$ cat src/rtl/valve_seq_pkg.sv
`default_nettype none
// ============================================================================
//  Module   : valve_seq_pkg
//  Purpose  : Shared types and constants for the valve step sequencer:
//             FSM state encoding, delay unit codes and step-word layout.
//  Revision : 1.0  initial release
// ============================================================================
package valve_seq_pkg;

   // FSM state encoding (explicit 3-bit width)
   localparam int STATE_W = 3;
   typedef enum logic [STATE_W-1:0] {
      S_IDLE  = 3'd0,
      S_FETCH = 3'd1,
      S_LOAD  = 3'd2,
      S_ARM   = 3'd3,
      S_WAIT  = 3'd4,
      S_NEXT  = 3'd5,
      S_DONE  = 3'd6,
      S_ERR   = 3'd7
   } state_t;

   // Delay unit codes understood by the delay counter
   localparam logic [2:0] UNIT_MS  = 3'd0;
   localparam logic [2:0] UNIT_S   = 3'd1;
   localparam logic [2:0] UNIT_MIN = 3'd2;
   localparam logic [2:0] UNIT_HR  = 3'd3;
   localparam logic [2:0] UNIT_DAY = 3'd4;
   localparam logic [2:0] UNIT_MAX = UNIT_DAY;

   // Step word layout: {valve mask, delay[5:0], unit[2:0]}
   localparam int UNIT_LSB = 0;
   localparam int UNIT_W   = 3;
   localparam int DLY_LSB  = 3;
   localparam int DLY_W    = 6;
   localparam int MASK_LSB = 9;

   // Codes 5..7 have no meaning to the counter and abort the program
   function automatic logic unit_legal(input logic [2:0] u);
      return (u <= UNIT_MAX);
   endfunction

endpackage
`default_nettype wire

$ cat src/rtl/valve_sequencer.sv
`default_nettype none
// ============================================================================
//  Module   : valve_sequencer
//  Purpose  : Walks a program of {valve mask, delay, unit} steps from an
//             external step memory, drives the valve array and sequences the
//             shared delay counter (clear + arm, then wait for its done flag).
//  Revision : 1.0  initial release
// ============================================================================
module valve_sequencer
   import valve_seq_pkg::*;
#(
   parameter int NVALVE  = 16,
   parameter int STEP_AW = 5
) (
   input  logic                  clk,
   input  logic                  rst,
   input  logic                  start,
   input  logic                  abort,
   input  logic                  loop_en,
   input  logic [STEP_AW:0]      prog_len,
   output logic [STEP_AW-1:0]    step_addr,
   input  logic [NVALVE+8:0]     step_data,
   output logic [5:0]            delay,
   output logic [2:0]            delay_unit,
   output logic                  timer_clr,
   output logic                  delay_start,
   input  logic                  count_done,
   output logic [NVALVE-1:0]     valve_out,
   output logic [STEP_AW-1:0]    cur_step,
   output logic                  busy,
   output logic                  done,
   output logic                  err
);

   localparam logic [STEP_AW:0] c_idx_one = {{STEP_AW{1'b0}}, 1'b1};

   state_t               r_state,  w_state_nxt;
   logic [STEP_AW:0]     r_idx,    w_idx_nxt;
   logic [STEP_AW:0]     r_len,    w_len_nxt;
   logic [STEP_AW-1:0]   r_addr,   w_addr_nxt;
   logic [STEP_AW-1:0]   r_cur,    w_cur_nxt;
   logic [NVALVE-1:0]    r_valve,  w_valve_nxt;
   logic [5:0]           r_delay,  w_delay_nxt;
   logic [2:0]           r_unit,   w_unit_nxt;
   logic                 r_clr,    w_clr_nxt;
   logic                 r_dstart, w_dstart_nxt;
   logic                 r_busy,   w_busy_nxt;
   logic                 r_done,   w_done_nxt;
   logic                 r_err,    w_err_nxt;

   // Step word fields
   logic [NVALVE-1:0]    w_mask;
   logic [DLY_W-1:0]     w_dly_f;
   logic [UNIT_W-1:0]    w_unit_f;
   logic [STEP_AW:0]     w_idx_inc;
   logic                 w_last;

   assign w_mask    = step_data[MASK_LSB +: NVALVE];
   assign w_dly_f   = step_data[DLY_LSB  +: DLY_W];
   assign w_unit_f  = step_data[UNIT_LSB +: UNIT_W];
   assign w_idx_inc = r_idx + c_idx_one;
   // Index math is one bit wider than the address so a full 2^STEP_AW
   // program compares correctly against its last index
   assign w_last    = (r_idx == (r_len - c_idx_one));

   // Next-state and next-output logic; every output is registered, so
   // one-cycle pulses are set on the transition into the cycle they mark
   always_comb begin
      w_state_nxt  = r_state;
      w_idx_nxt    = r_idx;
      w_len_nxt    = r_len;
      w_addr_nxt   = r_addr;
      w_cur_nxt    = r_cur;
      w_valve_nxt  = r_valve;
      w_delay_nxt  = r_delay;
      w_unit_nxt   = r_unit;
      w_err_nxt    = r_err;
      w_clr_nxt    = 1'b0;
      w_dstart_nxt = 1'b0;
      w_done_nxt   = 1'b0;

      if (abort) begin
         w_state_nxt = S_IDLE;
         w_valve_nxt = '0;
         w_err_nxt   = 1'b0;
         w_clr_nxt   = 1'b1;
      end else begin
         case (r_state)
            S_IDLE, S_DONE, S_ERR: begin
               if (start) begin
                  w_err_nxt = 1'b0;
                  w_len_nxt = prog_len;
                  if (prog_len == '0) begin
                     w_state_nxt = S_DONE;
                     w_done_nxt  = 1'b1;
                  end else begin
                     w_state_nxt = S_FETCH;
                     w_idx_nxt   = '0;
                     w_addr_nxt  = '0;
                     w_cur_nxt   = '0;
                  end
               end
            end
            S_FETCH: w_state_nxt = S_LOAD;
            S_LOAD: begin
               if (!unit_legal(w_unit_f)) begin
                  w_state_nxt = S_ERR;
                  w_valve_nxt = '0;
                  w_err_nxt   = 1'b1;
               end else begin
                  w_state_nxt  = S_ARM;
                  w_valve_nxt  = w_mask;
                  w_delay_nxt  = w_dly_f;
                  w_unit_nxt   = w_unit_f;
                  // Pulses land in the ARM cycle itself
                  w_clr_nxt    = 1'b1;
                  w_dstart_nxt = 1'b1;
               end
            end
            S_ARM: w_state_nxt = S_WAIT;
            S_WAIT: begin
               if (count_done) w_state_nxt = S_NEXT;
            end
            S_NEXT: begin
               if (!w_last) begin
                  w_state_nxt = S_FETCH;
                  w_idx_nxt   = w_idx_inc;
                  w_addr_nxt  = w_idx_inc[STEP_AW-1:0];
                  w_cur_nxt   = w_idx_inc[STEP_AW-1:0];
               end else if (loop_en) begin
                  w_state_nxt = S_FETCH;
                  w_idx_nxt   = '0;
                  w_addr_nxt  = '0;
                  w_cur_nxt   = '0;
               end else begin
                  w_state_nxt = S_DONE;
                  w_done_nxt  = 1'b1;
               end
            end
            default: w_state_nxt = S_IDLE;
         endcase
      end

      w_busy_nxt = (w_state_nxt inside {S_FETCH, S_LOAD, S_ARM, S_WAIT, S_NEXT});
   end

   // State and output registers
   always_ff @(posedge clk or negedge rst) begin
      if (!rst) begin
         r_state  <= S_IDLE;
         r_idx    <= '0;
         r_len    <= '0;
         r_addr   <= '0;
         r_cur    <= '0;
         r_valve  <= '0;
         r_delay  <= '0;
         r_unit   <= '0;
         r_clr    <= 1'b0;
         r_dstart <= 1'b0;
         r_busy   <= 1'b0;
         r_done   <= 1'b0;
         r_err    <= 1'b0;
      end else begin
         r_state  <= w_state_nxt;
         r_idx    <= w_idx_nxt;
         r_len    <= w_len_nxt;
         r_addr   <= w_addr_nxt;
         r_cur    <= w_cur_nxt;
         r_valve  <= w_valve_nxt;
         r_delay  <= w_delay_nxt;
         r_unit   <= w_unit_nxt;
         r_clr    <= w_clr_nxt;
         r_dstart <= w_dstart_nxt;
         r_busy   <= w_busy_nxt;
         r_done   <= w_done_nxt;
         r_err    <= w_err_nxt;
      end
   end

   assign step_addr   = r_addr;
   assign delay       = r_delay;
   assign delay_unit  = r_unit;
   assign timer_clr   = r_clr;
   assign delay_start = r_dstart;
   assign valve_out   = r_valve;
   assign cur_step    = r_cur;
   assign busy        = r_busy;
   assign done        = r_done;
   assign err         = r_err;

endmodule
`default_nettype wire

$ cat config.mk
export PLATFORM = sky130hd
export DESIGN_NAME = valve_sequencer
export DESIGN_NICKNAME = d
export VERILOG_FILES = /design/src/rtl/valve_seq_pkg.sv /design/src/rtl/valve_sequencer.sv
export SDC_FILE = /design/constraint.sdc
export NUM_CORES = 1
export LEC_CHECK = 0
export CORE_AREA = 4 4 77 79
export CTS_CLUSTER_DIAMETER = 80
export DETAILED_ROUTE_END_ITERATION = 8
export DIE_AREA = 0 0 81 83
export GPL_TIMING_DRIVEN = 0
export PLACE_DENSITY_LB_ADDON = 0.25
export SETUP_SLACK_MARGIN = 0.15
export SLEW_MARGIN = 10
export SYNTH_ARGS = -nofsm -noshare
export SYNTH_HDL_FRONTEND = slang
export SYNTH_SLANG_ARGS = --single-unit
$ cat constraint.sdc
create_clock -name clk -period 2.6 [get_ports clk]
set_input_delay 0.52 -clock clk [delete_from_list [all_inputs] [get_ports clk]]
set_output_delay 0.52 -clock clk [all_outputs]
set_load 0.02 [all_outputs]
* Word-level counts from Yosys, hierarchy flattened
Index checks and enable logic that the tools add are counted.
Widths: inputs -> output; s select.
** Storage, ports and cells
- Bits of input ports :: 37
- Logic and storage cells :: 80
- Output and inout port bits :: 40
- Register bits :: 50
** Operators by class
- Add/subtract/negate cells :: 2
- Reductions and logical operators :: 11
- $lt $le $gt $ge :: 1
- Bitwise operators :: 1
- Multiplexer cells :: 35
- Equality and inequality tests :: 18
** Operator list (number)
- $mux 16 :: 3
- $mux 6 :: 4
- $mux 3 :: 7
- $mux 5 :: 4
- $eq 3x3->1 const B :: 6
- $pmux 3 s6 :: 1
- $eq 3x2->1 const B :: 4
- $mux 1 :: 12
- $pmux 6 s2 :: 1
- $pmux 5 s2 :: 1
- $ne 3x3->1 const B :: 3
- $reduce_and 3->1 :: 3
- $add 6x1->6 const B :: 1
- $eq 3x1->1 const B :: 2
- $eq 6x6->1 :: 1
- $logic_not 6->1 :: 1
- $sub 6x1->6 const B :: 1
- $reduce_and 5->1 :: 1
- $reduce_bool 5->1 :: 1
- $ne 2x2->1 const B :: 2
- $pmux 1 s2 :: 2
- $reduce_bool 2->1 :: 2
- $le 3x3->1 const B :: 1
- $logic_not 3->1 :: 1
- other kinds (3) :: 3

* Depth between registers and ports, before layout
- Word-level depth :: 7
- Gate-level depth with buffers :: 9

* Worst setup path after synthesis
No wires, ideal clock.
- Path type :: input port to flip-flop
- From :: in prog_len[1]
- To :: reg r_err (netlist: err)
- Data required time :: 2.470 ns
- Slack :: 0.118 ns
- Arrival :: 2.351 ns
- Setup time :: 0.130 ns
- Buffers on the path :: 2
- Stages on the path :: 8
- Path through :: or4_1 -> o311ai_0 -> o211ai_1 -> and4_1 -> buf_2 -> buf_1 -> o21ai_0 -> o31ai_1
** RTL lines
- from (decl) :: line valve_sequencer.sv:20 : input logic [STEP_AW:0] prog_len,
- to (signal assigned) :: line valve_sequencer.sv:176 : r_err <= w_err_nxt;
- to (decl) :: line valve_sequencer.sv:49 : logic r_err, w_err_nxt;

* Final worst setup path
- From :: reg r_len[0]
- To :: reg r_busy (netlist: busy)
** On the way
- Word-level cells in the longest chain between the ends :: 7
** RTL lines
- from (decl) :: line valve_sequencer.sv:39 : logic [STEP_AW:0] r_len, w_len_nxt;
- from (signal assigned) :: line valve_sequencer.sv:166 : r_len <= w_len_nxt;
- $sub 6x1->6 (*) :: line valve_sequencer.sv:64 : assign w_last = (r_idx == (r_len - c_idx_one));
- $eq 6x6->1 (*) :: line valve_sequencer.sv:64
- $mux 3 (*) :: line valve_sequencer.sv:125 : if (!w_last) begin
- $pmux 3 s6 (*) :: line valve_sequencer.sv:88 : case (r_state)
- $mux 3 (*) :: line valve_sequencer.sv:82 : if (abort) begin
- $eq 3x1->1 (tied with other cells) :: line valve_sequencer.sv:144 : w_busy_nxt = (w_state_nxt inside {S_FETCH, S_LOAD, S_ARM, S_WAIT, S_NEXT});
- $reduce_bool 5->1 (*) :: line valve_sequencer.sv:144
- net w_busy_nxt :: line valve_sequencer.sv:47 : logic r_busy, w_busy_nxt;
- to (signal assigned) :: line valve_sequencer.sv:174 : r_busy <= w_busy_nxt;
- to (decl) :: line valve_sequencer.sv:47
The timed path passes the listed nets; every way through them passes the cells marked *.
A chain may end at the register's enable or synchronous reset.

==> metrics.txt <==
status complete, no violations; largest cells by area after synthesis dfrtp_1 (48%), a22o_1 (6.8%), mux2_2 (5.8%); unrepaired setup endpoints after global routing true; Pwr Total 3.58 mW; number of DRC markers in iteration 0 123; fin cells 381; Synth async-reset ratio 1.00; xor/xnor share of the synthesized area 0.0263; clock root buffer master clkbuf_8; worst hold path class primary input to asynchronous set/reset pin; worst reg2reg path depth 7; initial antenna violation count 0; clk sinks 45; Hold Buf Count CTS 0; Fin. Hold Viols 0; Final Critical Period 2480 ps; main combinational cell family by area after synthesis compound AO/OA/AOI/OAI gates; GRT overflow 0; synth-to-layout area growth 51.3%; CTS clock-pin slew for the worst setup and hold paths 90 ps; Starting Density 0.437; dpl cells 366; flop and latch count out of synthesis 45; most common cell in the netlist dfrtp_1; Netlist cell types 50; clk buf depth 2; top_reg_cell synth dfrtp_1; core footprint 5340 um^2; Die Span X 81 um; total CTS buffers 5; largest net degree at the start of global routing 32; I/O Buffers 75; Routed Antenna Nets 0; final wirelength 6020 um; Slew headroom 0.488; vias in the first global route 1953; post-synth top area share 0.483; simple-gate area share of the yosys netlist 0.129; syn_area_per_cell 10.7 um^2; f_max 0.403 GHz; gpl congestion 0.856; Tot GR Track Use 0.177; mux cell area share after synthesis 0.0665; hold slack 128 ps; average routed wire per standard cell 15.8 um; sequential area share after synthesis 0.483; Final setup viols 0; Die ar. 6720 um^2; Pins Over Slew Limit 0; Worst Tran Pin Value 768 ps; max capacitance violation total 0; Mapped Area 2330 um^2; most frequent cells after synthesis dfrtp_1 (45), nand2_1 (19), a22o_1 (18); CP max FO 3; Setup TNS 0 ps; Mapped Nets 257; Critical Path AT 2700 ps; row cnt 27; Critical Path End Type flop; Antenna Diode Count 0; worst skew pair latency 290 ps; reg-to-reg startpoint r_len[0]$_DFFE_PN0P_; adder-cell share of the synthesized area 0.0107; chip height 83 um; HPWL after DPL 4280 um; WP data required 2820 ps; Vias 2093; EDFF count, synth 0; vias per inst 5.49; Final #Nets 347; placed cell area 3190 um^2; First-pass DRT Iterations 4; LEAKAGE 1.50 nW; Ys Warns 0; fin util 0.662; pwr/cell area 1010 nW/um^2; cells after synthesis 218; CTS tree done; maximum vdd drop 602 uV; R2R Path End busy$_DFF_PN0_; Clock Skews 3.54 ps; setup ws final 117 ps; first-pass GRT wire length 9400 um; final period utilization 0.955; pre-CTS setup slack -679 ps; crit path launch type flop; Top-Level Pins 77; Compound-Gate Fraction of Synth Area 0.215; Synth area leader dfrtp_1; Remaining DRCs 0; crit path kind flop to flop; H-tree levels 2; Final Cell Area 3530 um^2; share of cells above drive strength 1 0.214; flop2flop setup slack 120 ps
## registers in the layout, indices dropped and copies added (netlist names)
register / cells
delay_unit: 3
delay_start: 1
r_state: 3
err: 1
timer_clr: 1
r_idx: 6
valve_out: 16
r_len: 6
delay: 6
done: 1
busy: 1
## timing repair
| item | in CTS | in global routing |
|---|---|---|
| pin swaps | 4 | 4 |
| gates resized for setup | 24 | 21 |
| setup endpoints to repair | 35 | 33 |
| setup buffers | 5 | 2 |
## worst max-delay path by stage
stage,startpoint,to,slack [ps],cells past startpoint
after CTS,start,delay[3]$_DFFE_PN0P_,160,7
after floorplan,prog_len[1],err$_DFFE_PN0P_,160,8
final,r_len[0]$_DFFE_PN0P_,busy$_DFF_PN0_,120,7
after detailed placement,prog_len[1],valve_out[0]$_DFFE_PN0P_,-680,8
after global placement,prog_len[1],valve_out[0]$_DFFE_PN0P_,-670,8
after global routing,r_len[0]$_DFFE_PN0P_,r_idx[2]$_DFFE_PN0P_,30,7
## final cells by class
cell class                 count  area (um^2)
timing repair buffer          83          825
tap                           72         90.1
multi-input combinational    142         1190
clock buffer                   6         72.6
buffer                        18          139
fill                         456         1810
sequential                    45         1130
clock inverter                 2         38.8
inverter                      13         48.8
## cells in the final DEF, fill, tap and decap left out, drive strengths merged, types with 5 or more instances in the layout
master,n
clkdlybuf4s50,67
xnor2,5
nor2,5
a21oi,7
inv,13
clkbuf,10
nand2,19
o21ai,10
mux2,12
dfrtp,45
a221oi,5
buf,23
nand3,5
a22o,18
## cells by family after synthesis
family	after synthesis
AOI/OAI and AO/OA	64
xor gates and xnor gates	7
adders and majority gates	2
buffers and inverters	31
DFF	45
muxes	14
and+or+nand+nor	55
## routing by layer
metal	wire, um	global-route usage	up-vias
met5	0	0	-
met2	3000	0.278	74
li1	-	-	985
met1	2560	0.242	1022
met3	357	0.0412	12
met4	99	0.0507	0
## worst max-delay path, cell delays in order (launching register included)
cell and delay [ps]:
dfrtp_1 400, or4_4 540, or3_4 380, a2111oi_4 350, buf_4 200, a21boi_2 60
or3_4 340, a31oi_1 140
## power by group
group          internal (mW)  switching (mW)  total (mW)  leakage [nW]
Clock                  0.289           0.243       0.532        0.0554
Combinational          0.941            1.02        1.96         0.853
Sequential             0.926           0.160        1.09         0.589
Total                   2.15            1.42        3.58          1.50
Power figures use the tool's default switching activity.
